===== config.mk =====
export PLATFORM = sky130hd
export DESIGN_NAME = instr_fetch_ctrl_flat
export DESIGN_NICKNAME = d
export VERILOG_FILES = /design/src/rtl/instr_fetch_ctrl_if.sv /design/src/rtl/instr_fetch_ctrl.sv /design/src/flat_wrapper.sv
export SDC_FILE = /design/constraint.sdc
export NUM_CORES = 1
export LEC_CHECK = 0
export CORE_UTILIZATION = 45
export CTS_CLUSTER_DIAMETER = 50
export DETAILED_ROUTE_END_ITERATION = 7
export DONT_BUFFER_PORTS = 1
export PLACE_DENSITY = 0.58
export SYNTH_ARGS = -nofsm -noshare
export SYNTH_HDL_FRONTEND = slang
export SYNTH_SLANG_ARGS = --single-unit

===== constraint.sdc =====
create_clock -name clk -period 2.6 [get_ports clk]
set_clock_uncertainty 0.1 [all_clocks]
set_input_delay 0.52 -clock clk [delete_from_list [all_inputs] [get_ports clk]]
set_output_delay 0.52 -clock clk [all_outputs]
set_load 0.02 [all_outputs]

===== src/rtl/instr_fetch_ctrl_if.sv =====
// Fetch controller bus: line-wide memory port plus the decode handshake.
interface instr_fetch_ctrl_if;

   logic [31:0]  MEM_ADDRESS;
   logic [127:0] MEM_LINE;
   logic         REDIRECT;
   logic [31:0]  REDIRECT_PC;
   logic         INSTR_VALID;
   logic         INSTR_READY;
   logic [31:0]  INSTR;
   logic [31:0]  INSTR_PC;

   // Controller side: drives the memory address and the instruction stream.
   modport master (
      output MEM_ADDRESS,
      input  MEM_LINE,
      input  REDIRECT,
      input  REDIRECT_PC,
      output INSTR_VALID,
      input  INSTR_READY,
      output INSTR,
      output INSTR_PC
   );

   // Front-end / memory side.
   modport slave (
      input  MEM_ADDRESS,
      output MEM_LINE,
      output REDIRECT,
      output REDIRECT_PC,
      input  INSTR_VALID,
      output INSTR_READY,
      input  INSTR,
      input  INSTR_PC
   );

endinterface


===== src/rtl/instr_fetch_ctrl.sv =====
// Instruction fetch controller: holds a line address for the fixed memory
// latency, buffers the returned 128-bit line and hands out one 32-bit word per
// decode handshake. Redirects abort any in-flight line and restart at the new PC.
module instr_fetch_ctrl #(
   parameter int unsigned MEM_LATENCY = 6,
   parameter logic [31:0] RESET_PC    = 32'h0000_0000
) (
   input  logic               clk,
   input  logic               rst,
   instr_fetch_ctrl_if.master bus
);

   localparam int unsigned CNT_W  = 8;
   localparam int unsigned PC_W   = 32;
   localparam int unsigned LINE_W = 128;
   localparam logic [CNT_W-1:0] CNT_LAST = CNT_W'(MEM_LATENCY - 1);

   typedef enum logic {
      ST_WAIT  = 1'b0,
      ST_DRAIN = 1'b1
   } state_e;

   state_e              state_q;
   logic [PC_W-1:0]     fetch_pc_q;
   logic [CNT_W-1:0]    wait_cnt_q;
   logic [LINE_W-1:0]   line_buf_q;

   logic [PC_W-1:0]     fetch_pc_inc_d;
   logic [PC_W-1:0]     redirect_pc_d;
   logic [PC_W-1:0]     instr_c;
   logic                unused_redirect_lsb;

   // Sequential PC step; word index 3 rolls naturally into the next line base.
   assign fetch_pc_inc_d = fetch_pc_q + PC_W'(4);
   // Redirect target is word aligned; the low two bits are discarded.
   assign redirect_pc_d       = {bus.REDIRECT_PC[31:2], 2'b00};
   assign unused_redirect_lsb = ^bus.REDIRECT_PC[1:0];

   // Fetch FSM: reset > redirect > WAIT capture / DRAIN advance.
   always_ff @(posedge clk) begin
      if (rst) begin
         fetch_pc_q <= RESET_PC;
         state_q    <= ST_WAIT;
         wait_cnt_q <= '0;
         line_buf_q <= '0;
      end else if (bus.REDIRECT) begin
         fetch_pc_q <= redirect_pc_d;
         state_q    <= ST_WAIT;
         wait_cnt_q <= '0;
      end else begin
         case (state_q)
            ST_WAIT: begin
               if (wait_cnt_q == CNT_LAST) begin
                  line_buf_q <= bus.MEM_LINE;
                  state_q    <= ST_DRAIN;
                  wait_cnt_q <= '0;
               end else begin
                  wait_cnt_q <= wait_cnt_q + CNT_W'(1);
               end
            end
            ST_DRAIN: begin
               if (bus.INSTR_READY) begin
                  fetch_pc_q <= fetch_pc_inc_d;
                  if (fetch_pc_q[3:2] == 2'd3) begin
                     state_q    <= ST_WAIT;
                     wait_cnt_q <= '0;
                  end
               end
            end
         endcase
      end
   end

   // Word select out of the buffered line; word 0 sits in the top 32 bits.
   always_comb begin
      instr_c = line_buf_q[127:96];
      case (fetch_pc_q[3:2])
         2'd0:    instr_c = line_buf_q[127:96];
         2'd1:    instr_c = line_buf_q[95:64];
         2'd2:    instr_c = line_buf_q[63:32];
         default: instr_c = line_buf_q[31:0];
      endcase
   end

   assign bus.MEM_ADDRESS = {fetch_pc_q[31:4], 4'b0000};
   assign bus.INSTR_VALID = (state_q == ST_DRAIN);
   assign bus.INSTR       = instr_c;
   assign bus.INSTR_PC    = fetch_pc_q;

endmodule


===== src/flat_wrapper.sv =====
// flat-port wrapper written by rule: the top's interface ports become plain ports
module instr_fetch_ctrl_flat 
#(
   parameter int unsigned MEM_LATENCY = 6,
   parameter logic [31:0] RESET_PC    = 32'h0000_0000
)
  (clk, rst, bus_MEM_ADDRESS, bus_MEM_LINE, bus_REDIRECT, bus_REDIRECT_PC, bus_INSTR_VALID, bus_INSTR_READY, bus_INSTR, bus_INSTR_PC);
  instr_fetch_ctrl_if bus_i ();
  input  logic clk;
  input  logic rst;
  output wire logic [$bits(bus_i.MEM_ADDRESS)-1:0] bus_MEM_ADDRESS;
  input wire logic [$bits(bus_i.MEM_LINE)-1:0] bus_MEM_LINE;
  input wire logic [$bits(bus_i.REDIRECT)-1:0] bus_REDIRECT;
  input wire logic [$bits(bus_i.REDIRECT_PC)-1:0] bus_REDIRECT_PC;
  output wire logic [$bits(bus_i.INSTR_VALID)-1:0] bus_INSTR_VALID;
  input wire logic [$bits(bus_i.INSTR_READY)-1:0] bus_INSTR_READY;
  output wire logic [$bits(bus_i.INSTR)-1:0] bus_INSTR;
  output wire logic [$bits(bus_i.INSTR_PC)-1:0] bus_INSTR_PC;
  assign bus_MEM_ADDRESS = bus_i.MEM_ADDRESS;
  assign bus_i.MEM_LINE = bus_MEM_LINE;
  assign bus_i.REDIRECT = bus_REDIRECT;
  assign bus_i.REDIRECT_PC = bus_REDIRECT_PC;
  assign bus_INSTR_VALID = bus_i.INSTR_VALID;
  assign bus_i.INSTR_READY = bus_INSTR_READY;
  assign bus_INSTR = bus_i.INSTR;
  assign bus_INSTR_PC = bus_i.INSTR_PC;
  instr_fetch_ctrl #(.MEM_LATENCY(MEM_LATENCY), .RESET_PC(RESET_PC)) u_core (.clk(clk), .rst(rst), .bus(bus_i));
endmodule

Word level (Yosys, flattened, before mapping)
Index checks and enable logic that the tools add are counted.
Widths: inputs -> output; s select.
{"block": "totals", "n_memories": 0, "rom_bits": 0, "ff_bits": 169, "input_bits": 164, "latch_bits": 0, "mem_bits_rw": 0}
{"block": "op_classes", "mul": 0, "shifts": 0, "magnitude_cmp": 0, "add_sub_neg": 2, "mux": 12, "eq_ne": 6, "n_reduce_logical": 8, "bitwise": 2, "n_div": 0}
{"op": "$mux 32", "n": 3}
{"op": "$pmux 32 s3", "n": 1}
{"op": "$add 32x3->32 const B", "n": 1}
{"op": "$mux 8", "n": 3}
{"op": "$pmux 8 s2", "n": 1}
{"op": "$add 8x1->8 const B", "n": 1}
{"op": "$eq 8x3->1 const B", "n": 1}
{"op": "$reduce_and 2->1", "n": 3}
{"op": "$eq 2x2->1 const B", "n": 2}
{"op": "$ne 2x2->1 const B", "n": 2}
{"op": "$reduce_bool 2->1", "n": 2}
{"op": "$mux 1", "n": 3}
{"op": "$reduce_and 3->1", "n": 1}
{"op": "$eq 2x1->1 const B", "n": 1}
{"op": "$logic_not 2->1", "n": 1}
{"op": "$not 1->1", "n": 2}
{"op": "$pmux 1 s2", "n": 1}
{"op": "$reduce_or 2->1", "n": 1}

Longest topological paths before layout
Gate-level depths: netlist of the first run.
{"block": "logic_depth", "word_depth": 4, "mapped_depth": 8}

Least setup slack after synthesis of the first run
Ideal clock, no wire load.
{"block": "synth_timing", "path_kind": "reg-to-output", "from": "reg u_core.fetch_pc_q[2], in the netlist u_core.bus.INSTR_PC[2]", "to": "out bus_INSTR[0]", "setup_slack_ns": 0.090, "arrival_time_ns": 1.890, "path_buffers": 2, "stages_incl_launch_ff": 5, "t_required_ns": 1.980, "cell_sequence": "dfxtp_1 -> ha_1 -> clkbuf_1 -> clkbuf_1 -> mux2i_1"}
{"block": "synth_between", "elab_chain_cells": 2}
{"item": "from (decl)", "line": "instr_fetch_ctrl.sv:24", "rtl": "logic [PC_W-1:0] fetch_pc_q;"}
{"item": "from (signal assigned)", "line": "instr_fetch_ctrl.sv:47", "rtl": "fetch_pc_q <= redirect_pc_d;"}
{"item": "from (signal assigned)", "line": "instr_fetch_ctrl.sv:63", "rtl": "fetch_pc_q <= fetch_pc_inc_d;"}
{"item": "$eq 2x2->1, or another cell as far along", "line": "instr_fetch_ctrl.sv:77", "rtl": "case (fetch_pc_q[3:2])"}
{"item": "$pmux 32 s3 (*)", "line": "instr_fetch_ctrl.sv:77"}
{"item": "to (decl)", "line": "flat_wrapper.sv:17", "rtl": "output wire logic [$bits(bus_i.INSTR)-1:0] bus_INSTR;"}
Mark *: on every way between the ends. The rest lies on a longest branch, timed or not.

Worst setup path after layout of the first run
{"block": "layout_timing", "from": "reg u_core.fetch_pc_q[3], in the netlist u_core.bus.INSTR_PC[3]", "to": "out bus_INSTR[25]"}
The elaborated chain is that of the path after synthesis.

==> results.ini, run 1 <==
[pwr]
p_int_mw=4.20
seqPwrFrac_pct=47.7
switching_power_mw=1.35
ir_worst_vdd_mv=0.476
p_per_area_mw_per_mm2=631
swShare_pct=24.3
clkPwrFrac_pct=45.7
p_comb_share_pct=6.6
leakage_nw=2.89

[clocking]
clkSinkCount=167
cts_max_level=4
path_clk_slew_ns=0.07
cts_buffers=17
cts_tree=built
clock_latency_ns=0.42
root_buffer=clkbuf_16
clockBufferDepth=2

[run_status]
violations=negative setup slack
outcome=complete, but fails checks

[synthesis]
syn_area_sq_mm=0.00769
synth_top_cell_area_share_pct=43.5
syn_area_per_cell_sq_um=7.85
ys_async_sr_fraction_pct=0
yosys-top-cells-area=dfxtp_1 (43%), nand2_1 (14%), a21oi_1 (8.9%)
ys_seq_area_share_pct=43.5
yosysUniqueCellTypes=45
synth_edf_count=0
ys_ff_latch=167
synth_ff_type=dfxtp_1
yosysTopAreaCell=dfxtp_1
synthCells=980
yosysWarnings=0

[drt]
via_per_inst=5.70
drc=0
drtPass1Iterations=7
detail_route.iter0.violations=635
wl_per_cell_microns=17.7
num_vias=6902
drt-total-wl_microns=21400
ant_nets=0

[timing]
finalCritPeriodShare_pct=100
final-max-slew-violation-count=0
period_minus_slack_ns=2.61
worst_slew_pin_slew_ns=0.780
finalHoldViolCount=0
fin_ws_ns=-0.0107
rsz0062_at_grt=yes
fmax_ghz=0.383
slew_headroom_pct=48.0
whs_ns=0.0943
setup_viol=1

[final_layout]
multiInputGateArea_sq_mm=0.00370
drive_above_1_share_pct=12.3
diodes=0
fin_cells=1210
ff_latch_area_sq_mm=0.00335
syn_to_final_growth_pct=14.5
post-route-util_pct=52.9
final.fill_count=1645
nets=1148

[floorplan]
initial_core_util_pct=46.2
die_area_sq_mm=0.0176
dieHeight_microns=133
die-width_microns=133
ios=261
core_area_sq_mm=0.0166
num_rows=47

[worst_setup_path]
critPathLaunchType=flop
crit_type=reg2out
cpLargestDelayFamily=buffers and inverters
crit_top_cell=buf_12
end_kind=output port
crit_fanout=9
cp.buffers_inverters=3
arrival_ns=1.99
crit_chain=buf_12, ha_4, buf_12, a222oi_1, mux2i_1, buf_4
cp.required_ns=1.98
max_stage_delay_ns=0.42
critPathSlowestCell=a222oi_1

[global_route]
antenna_found_initial=0
grt_max_degree=161
grt_pass1_vias=6250
grt_pass1_wl_microns=33000
globalRouteOverflowTotal=0
track_usage_pct=23.7

[placement]
port-buffer-count=0
dp.cells=1168
hpwlAfterDp_microns=13600
gp_congestion=0.806

[worst_hold_path]
hold_path_class=in2reg

[job]
cap_violations=0

==> stage by stage <==
| stage | power [mW] | TNS [ns] | instance area [sq um] | worst slack [ns] |
|---|---|---|---|---|
| 2_1_floorplan | 3.00 | 0 | 7710 | 0.0903 |
| 3_3_place_gp | 3.02 | 0 | 8020 | 0.317 |
| 3_5_place_dp | 3.02 | 0 | 8020 | 0.312 |
| 4_1_cts | 5.58 | -0.00239 | 8710 | -0.00239 |
| 5_1_grt | 5.73 | -0.404 | 8810 | -0.0754 |
| 6_report | 5.55 | -0.0107 | 8810 | -0.0107 |
==> per-layer routing <==
layer  wire length [microns]  part of all wire (%)  up-vias  track usage [%]
li1                        -                     -     3356                -
met1                    9880                    46     3302             31.3
met2                    9970                    47      230             38.0
met3                    1350                   6.3       14             5.86
met4                     238                   1.1        0             7.47
met5                       0                     0        -                0
==> Yosys cell counts, drive strengths merged, types with 9 or more instances <==
library cell,number
a211oi,9
a21oi,137
a222oi,32
a311oi,17
buf,50
clkbuf,57
dfxtp,167
inv,42
mux2i,33
nand2,279
nand3,22
nor2,29
or4,12
==> layout make-up <==
| type | count | share of cell area [%] |
|---|---|---|
| multi-input cells | 669 | 42.0 |
| flip-flops and latches | 167 | 38.0 |
| repair buffers | 80 | 8.44 |
| clock buffers | 22 | 5.27 |
| well taps | 220 | 3.13 |
| inverters | 42 | 1.82 |
| clock inverters | 10 | 1.35 |
==> worst register-to-register path, stage by stage, from the launching register on <==
cell and delay (ns):
dfxtp_2 0.35, buf_8 0.15, ha_1 0.25, and3_1 0.30, nand3_1 0.27, or4b_2 0.69
nand3_1 0.08
==> what timing repair did <==
item,4_1_cts,5_1_grt
hold buffers,0,0
endpoints found under the setup margin,32,14
gates resized for setup,16,12
pin swaps,4,7
cloned,1,0
buffers inserted,1,8
==> kinds of logic after synthesis <==
kind of cell / share of synthesized area, %
mux: 4.30
flops: 43.5
other cells: 0.0488
compound gates: 18.8
xor+xnor: 1.25
simple gates: 21.7
buf+inv: 9.23
fa+ha+maj: 1.14
==> registers in the layout, indices dropped and copies added (netlist names) <==
name,count
u_core.bus.INSTR_PC,30
u_core.bus.INSTR_VALID,1
u_core.line_buf_q,128
u_core.wait_cnt_q,8
==> power groups by stage <==
| stage | combinational (mW) | clock [mW] | sequential (mW) |
|---|---|---|---|
| after floorplan | 0.256 | 0 | 2.74 |
| after global routing | 0.388 | 2.69 | 2.65 |
| final | 0.364 | 2.54 | 2.65 |
| after global placement | 0.313 | 0 | 2.71 |
| after detailed placement | 0.317 | 0 | 2.71 |
| after CTS | 0.342 | 2.59 | 2.65 |
==> path summary, 6_finish.rpt <==
path / from / to / slack [ns] / depth (start not counted)
min: rst / u_core.bus.INSTR_PC[21] / 0.09 / 1
max: u_core.bus.INSTR_PC[3] / bus_INSTR[25] / -0.01 / 6
min reg2reg: u_core.line_buf_q[19] / u_core.line_buf_q[19] / 0.35 / 2
max reg2reg: u_core.bus.INSTR_PC[2] / u_core.bus.INSTR_PC[26] / 0.34 / 6
==> placed cells by master (no fill, tap or decap), drive strengths merged, types with 3 or more instances in the layout <==
master / netlist / final
a211oi: 9 / 9
a21oi: 137 / 137
a222oi: 32 / 32
a22oi: 3 / 3
a311oi: 17 / 17
and3: 5 / 5
and4: 7 / 7
buf: 50 / 80
clkbuf: 57 / 22
clkinvlp: 0 / 3
conb: 1 / 6
dfxtp: 167 / 167
ha: 7 / 7
inv: 42 / 45
mux2i: 33 / 33
nand2: 279 / 279
nand3: 22 / 22
nand4: 7 / 7
nor2: 29 / 29
nor3: 4 / 4
nor3b: 3 / 3
nor4: 4 / 4
o211ai: 3 / 3
o21ai: 7 / 7
o31ai: 7 / 7
or3: 8 / 8
or4: 12 / 12
xnor2: 8 / 8
xor2: 3 / 3
No activity file was read; power rests on OpenSTA's default activity.
==> run 2, diff against run 1 <==
--- a/config.mk
+++ b/config.mk
@@ -10,6 +10,8 @@
 export DETAILED_ROUTE_END_ITERATION = 7
 export DONT_BUFFER_PORTS = 1
 export PLACE_DENSITY = 0.58
+export SKIP_LAST_GASP = 1
+export SLEW_MARGIN = 20
 export SYNTH_ARGS = -nofsm -noshare
 export SYNTH_HDL_FRONTEND = slang
 export SYNTH_SLANG_ARGS = --single-unit
==> results.ini, run 2 (synthesis results as in run 1) <==
[global_route]
grt_pass1_vias=6250  ; unchanged
globalRouteOverflowTotal=0  ; unchanged
globalRouteMet2Util_pct=38.0  ; unchanged
gr-max-usage-layer=met2
grt_max_degree=161  ; unchanged
met1_usage_pct=31.3  ; unchanged
track_usage_pct=23.7  ; unchanged
met3_usage_pct=5.86  ; unchanged
grt_pass1_wl_microns=33000  ; unchanged
antenna_found_initial=0  ; unchanged

[timing]
final-max-slew-violation-count=0  ; unchanged
finalCritPeriodShare_pct=100  ; -0.23 points
slew_headroom_pct=47.9  ; about the same
fmax_ghz=0.384  ; +0.23%
setup_viol=1  ; unchanged
fin_ws_ns=-0.00468  ; +0.00598 ns
period_minus_slack_ns=2.60  ; -0.00598 ns
rsz0062_at_grt=yes
worst_slew_pin_slew_ns=0.781  ; +0.000549 ns
finalHoldViolCount=0  ; unchanged
whs_ns=0.0640  ; -0.0303 ns

[placement]
placed_cell_area_sq_mm=0.00802  ; unchanged
port-buffer-count=0  ; unchanged
dp.cells=1168  ; unchanged
hpwlAfterDp_microns=13600  ; unchanged
post-place-ws_ns=0.312  ; unchanged
gp_congestion=0.806  ; unchanged

[floorplan]
core_area_sq_mm=0.0166  ; unchanged
die-width_microns=133  ; unchanged
dieHeight_microns=133  ; unchanged
die_area_sq_mm=0.0176  ; unchanged
ios=261  ; unchanged
num_rows=47  ; unchanged
initial_core_util_pct=46.2  ; unchanged

[worst_setup_path]
critPathLaunchType=flop
crit_type=reg2out
arrival_ns=1.98  ; about the same
critPathSlowestCell=a222oi_1
max_stage_delay_ns=0.41  ; about the same
crit_fanout=9  ; unchanged
end_kind=output port
cp.required_ns=1.98  ; about the same
crit_top_cell=buf_12
ff2ff_setup_slack_ns=0.33  ; about the same
crit_chain=buf_12, ha_4, buf_12, a222oi_1, mux2i_1, buf_4

[final_layout]
final.fill_count=1645  ; unchanged
largest_register=u_core.line_buf_q
final_common_cell=nand2_1
fin_area_sq_mm=0.00880  ; about the same
drive_above_1_share_pct=12.3  ; unchanged
fin_cells=1210  ; unchanged
nets=1148  ; unchanged
layout_common_cells=nand2_1 (279), dfxtp_1 (165), a21oi_1 (137)
syn_to_final_growth_pct=14.5  ; about the same
largest_register_ffs=128  ; unchanged
diodes=0  ; unchanged

[drt]
ant_nets=0  ; unchanged
drtPass1Iterations=5  ; -2
detail_route.iter0.violations=621  ; -2.2%
drt-total-wl_microns=21300  ; -0.59%
via_per_inst=5.68  ; -0.36%
num_vias=6877  ; -0.36%
drc=0  ; unchanged
wl_per_cell_microns=17.6  ; -0.59%

[clocking]
cts_tree=built
clkSinkCount=167  ; unchanged
cts_max_level=4  ; unchanged
path_clk_slew_ns=0.07  ; about the same
clockBufferDepth=2  ; unchanged
cts_buffers=17  ; unchanged
cts_hold_buf=0  ; unchanged
clock_latency_ns=0.42  ; about the same
root_buffer=clkbuf_16

[pwr]
p_comb_share_pct=6.5  ; about the same
p_per_area_mw_per_mm2=631  ; about the same
switching_power_mw=1.35  ; -0.19%
ir_worst_vdd_mv=0.476  ; about the same
clkPwrFrac_pct=45.7  ; about the same
p_int_mw=4.20  ; about the same
seqPwrFrac_pct=47.8  ; about the same
swShare_pct=24.3  ; -0.027 points
leakage_nw=2.88  ; about the same

[run_status]
outcome=complete, but fails checks
violations=negative setup slack

[job]
cap_violations=0  ; unchanged

[worst_hold_path]
hold_path_class=in2reg

run 2: final cells by class:
cell class / count / area, sq um / share of cell area (%)
tap: 220 / 275 / 3.13
clock inverter: 10 / 119 / 1.35
clock buffer: 22 / 464 / 5.28
sequential: 167 / 3350 / 38.0
timing repair buffer: 80 / 736 / 8.36
multi-input combinational: 669 / 3700 / 42.0
inverter: 42 / 160 / 1.82
run 2: critical path, delay by kind of cell, from the launching register on:
| kind | cells | cell delay (ns) |
|---|---|---|
| mux | 1 | 0.14 |
| buf+inv | 3 | 0.47 |
| flops | 1 | 0.36 |
| fa+ha+maj | 1 | 0.18 |
| compound gates | 1 | 0.41 |
run 2: power groups by stage:
stage | sequential [mW] | combinational, mW | clock [mW]
detailed placement | 2.71 | 0.317 | 0
floorplan | 2.74 | 0.256 | 0
global route | 2.65 | 0.386 | 2.69
finish | 2.65 | 0.362 | 2.54
CTS | 2.65 | 0.341 | 2.59
global placement | 2.71 | 0.313 | 0
run 2: worst paths after layout:
check / startpoint / endpoint / cells after the start
max: u_core.bus.INSTR_PC[3] / bus_INSTR[25] / 6
min: rst / u_core.bus.INSTR_PC[29] / 1
max reg2reg: u_core.bus.INSTR_PC[2] / u_core.bus.INSTR_PC[26] / 6
min reg2reg: u_core.line_buf_q[19] / u_core.line_buf_q[19] / 2
run 2: repair_timing:
| action | 4_1_cts | 5_1_grt |
|---|---|---|
| gates resized for setup | 15 | 11 |
| setup buffers | 1 | 8 |
| pin swaps | 4 | 5 |
| gates cloned | 1 | 0 |
| setup endpoints to repair | 32 | 14 |
run 2: per-stage QoR:
| step | power (mW) | utilization [%] | TNS (ns) |
|---|---|---|---|
| final | 5.55 | 52.9 | -0.00468 |
| after CTS | 5.58 | 52.3 | -0.00375 |
| after global routing | 5.73 | 52.9 | -0.430 |
| after global placement | 3.02 | 48.2 | 0 |
| after detailed placement | 3.02 | 48.2 | 0 |
| after floorplan | 3.00 | - | 0 |
run 2: per-layer routing:
layer  vias up  share of wire, %
li1       3359                 -
met1      3277                46
met2       227                47
met3        14               6.6
met4         0               1.1
met5         -                 0
==> run 3, diff against run 2 <==
--- a/config.mk
+++ b/config.mk
@@ -5,11 +5,12 @@
 export SDC_FILE = /design/constraint.sdc
 export NUM_CORES = 1
 export LEC_CHECK = 0
-export CORE_UTILIZATION = 45
+export ABC_AREA = 1
+export CORE_UTILIZATION = 60
 export CTS_CLUSTER_DIAMETER = 50
 export DETAILED_ROUTE_END_ITERATION = 7
 export DONT_BUFFER_PORTS = 1
-export PLACE_DENSITY = 0.58
+export PLACE_DENSITY = 0.74
 export SKIP_LAST_GASP = 1
 export SLEW_MARGIN = 20
 export SYNTH_ARGS = -nofsm -noshare
==> results.ini, run 3 <==
[final_layout]
diodes=0  ; unchanged
syn_to_final_growth_pct=8.44
final.fill_count=1256  ; -24%
drive_above_1_share_pct=12.5  ; +0.22 points
largest_register_ffs=128  ; unchanged
nets=1307  ; +14%
layout_common_cells=a21oi_1 (174), nand3_1 (168), dfxtp_1 (165)
largest_register=u_core.line_buf_q
post-route-util_pct=66.6  ; +14 points
final_common_cell=a21oi_1

[drt]
via_per_inst=6.18  ; +8.8%
drtPass1Iterations=5  ; unchanged
wl_per_cell_microns=18.4  ; +4.4%
num_vias=8213  ; +19%
detail_route.iter0.violations=1154  ; +86%
drt-total-wl_microns=24400  ; +15%
ant_nets=0  ; unchanged
drc=0  ; unchanged

[synthesis]
synthTopCellsByCount=a21oi_1 (193), nand3_1 (168), dfxtp_1 (167)
synth_top_cell_area_share_pct=39.4  ; -4.1 points
yosys-top-cells-area=dfxtp_1 (39%), a21oi_1 (11%), nand3_1 (9.9%)
yosysMostFrequentCell=a21oi_1
syn_area_sq_mm=0.00849  ; +10%
ys_seq_area_share_pct=39.4  ; -4.1 points
ys_ff_latch=167  ; unchanged
yosysUniqueCellTypes=34  ; -24%
synthCells=1176  ; +20%
synth_ff_type=dfxtp_1
yosysWarnings=0  ; unchanged
ys_async_sr_fraction_pct=0  ; unchanged
yosysTopAreaCell=dfxtp_1
syn_area_per_cell_sq_um=7.22  ; -7.9%
synth_edf_count=0  ; unchanged

[clocking]
clockBufferDepth=2  ; unchanged
cts_buffers=17  ; unchanged
path_clk_slew_ns=0.06  ; about the same
root_buffer=clkbuf_16
clock_latency_ns=0.42  ; about the same
cts_max_level=4  ; unchanged
cts_hold_buf=0  ; unchanged
postCtsSetupBuffers=0  ; -1
ctsResizeCount=16  ; +1
clkSinkCount=167  ; unchanged
cts_tree=built

[global_route]
track_usage_pct=32.8  ; +9.1 points
grt_max_degree=156  ; -3.1%
grt_pass1_vias=6988  ; +12%
antenna_found_initial=0  ; unchanged
globalRouteOverflowTotal=0  ; unchanged
grt_pass1_wl_microns=37400  ; +13%

[timing]
worst_slew_pin_slew_ns=0.604  ; -0.177 ns
final-max-slew-violation-count=0  ; unchanged
fin_setup_tns_ns=-0.00783  ; -0.00314 ns
fin_ws_ns=-0.00783  ; -0.00314 ns
finalCritPeriodShare_pct=100  ; +0.12 points
rsz0062_at_grt=yes
fmax_ghz=0.383  ; -0.12%
finalHoldViolCount=0  ; unchanged
slew_headroom_pct=59.7  ; +12 points
period_minus_slack_ns=2.61  ; +0.00314 ns
setup_viol=1  ; unchanged

[floorplan]
ios=261  ; unchanged
die-width_microns=121  ; -8.8%
num_rows=43  ; -8.5%
core_area_sq_mm=0.0138  ; -17%
initial_core_util_pct=61.4  ; +15 points
die_area_sq_mm=0.0146  ; -17%
dieHeight_microns=121  ; -8.8%

[worst_setup_path]
arrival_ns=1.99  ; about the same
crit_fanout=32  ; +23
cp.required_ns=1.98  ; about the same
crit_type=reg2out
end_kind=output port
critPathLaunchType=flop

[pwr]
p_per_area_mw_per_mm2=575  ; -8.9%
leakage_nw=3.06  ; +6.2%
ir_worst_vdd_mv=0.436  ; -8.4%

[run_status]
outcome=complete, but fails checks
violations=negative setup slack

[worst_hold_path]
hold_path_class=in2reg

[job]
cap_violations=0  ; unchanged

[placement]
hpwlAfterDp_microns=15900  ; +17%
port-buffer-count=0  ; unchanged
gp_congestion=0.925  ; +15%

[run 3: metal layers]
layer	track usage (%)	vias up	routed length, microns
met2	45.1	395	10400
met1	50.0	3802	11200
met3	5.83	48	2120
met4	12.8	0	723
li1	-	3968	-
met5	0	-	0
[run 3: final timing paths]
| kind | from | to | slack, ns | cells after the start |
|---|---|---|---|---|
| worst max-delay path | u_core.bus.INSTR_PC[2] | bus_INSTR[19] | -0.008 | 7 |
| worst min-delay path | rst | u_core.bus.INSTR_PC[6] | 0.06 | 1 |
| worst max register to register | u_core.wait_cnt_q[0] | u_core.line_buf_q[3] | 0.56 | 6 |
| worst min register to register | u_core.wait_cnt_q[3] | u_core.wait_cnt_q[3] | 0.37 | 2 |
[run 3: worst max-delay path, stage by stage (launching register included)]
cell	delay [ns]
dfxtp_2	0.36
inv_2	0.07
ha_2	0.20
buf_12	0.17
a22o_1	0.27
a21oi_2	0.21
o21ai_1	0.11
buf_4	0.17
[run 3: power by group]
group / leakage, nW / internal (mW) / switching (mW)
clock network: 0.257 / 1.25 / 1.06
logic: 1.46 / 0.0981 / 0.238
registers: 1.35 / 2.59 / 0.0550
total: 3.06 / 3.94 / 1.35
[run 3: area by class of cell]
class                           count  area [sq um]  share of cell area, %
Clock buffer                       19           443                   4.81
Clock inverter                     12          93.8                   1.02
Inverter                           54           203                   2.20
Multi-Input combinational cell    829          4310                   46.8
Sequential cell                   167          3350                   36.3
Tap cell                          180           225                   2.44
Timing Repair Buffer               67           591                   6.41
[run 3: cells by family after synthesis]
| kind of cell | synth area share [%] |
|---|---|
| other | 0.0441 |
| XOR/XNOR | 0.928 |
| adder cells (fa/ha/maj) | 1.03 |
| AND/OR/NAND/NOR | 20.0 |
| buffers and inverters | 11.4 |
| flip-flops | 39.4 |
| AO/OA/AOI/OAI | 27.2 |
[run 3: metrics by stage]
stage               instance area (sq um)  hold slack, ns  instances  worst slack [ns]  total power [mW]
finish                               9210          0.0632       1328          -0.00783              5.29
global placement                     8580           0.352       1297             0.245              3.02
floorplan                            8510           0.344       1181             0.187              3.03
detailed placement                   8580           0.360       1297             0.202              3.02
global route                         9210          0.0593       1328           -0.0467              5.46
CTS                                  9170          0.0514       1328           0.00865              5.31
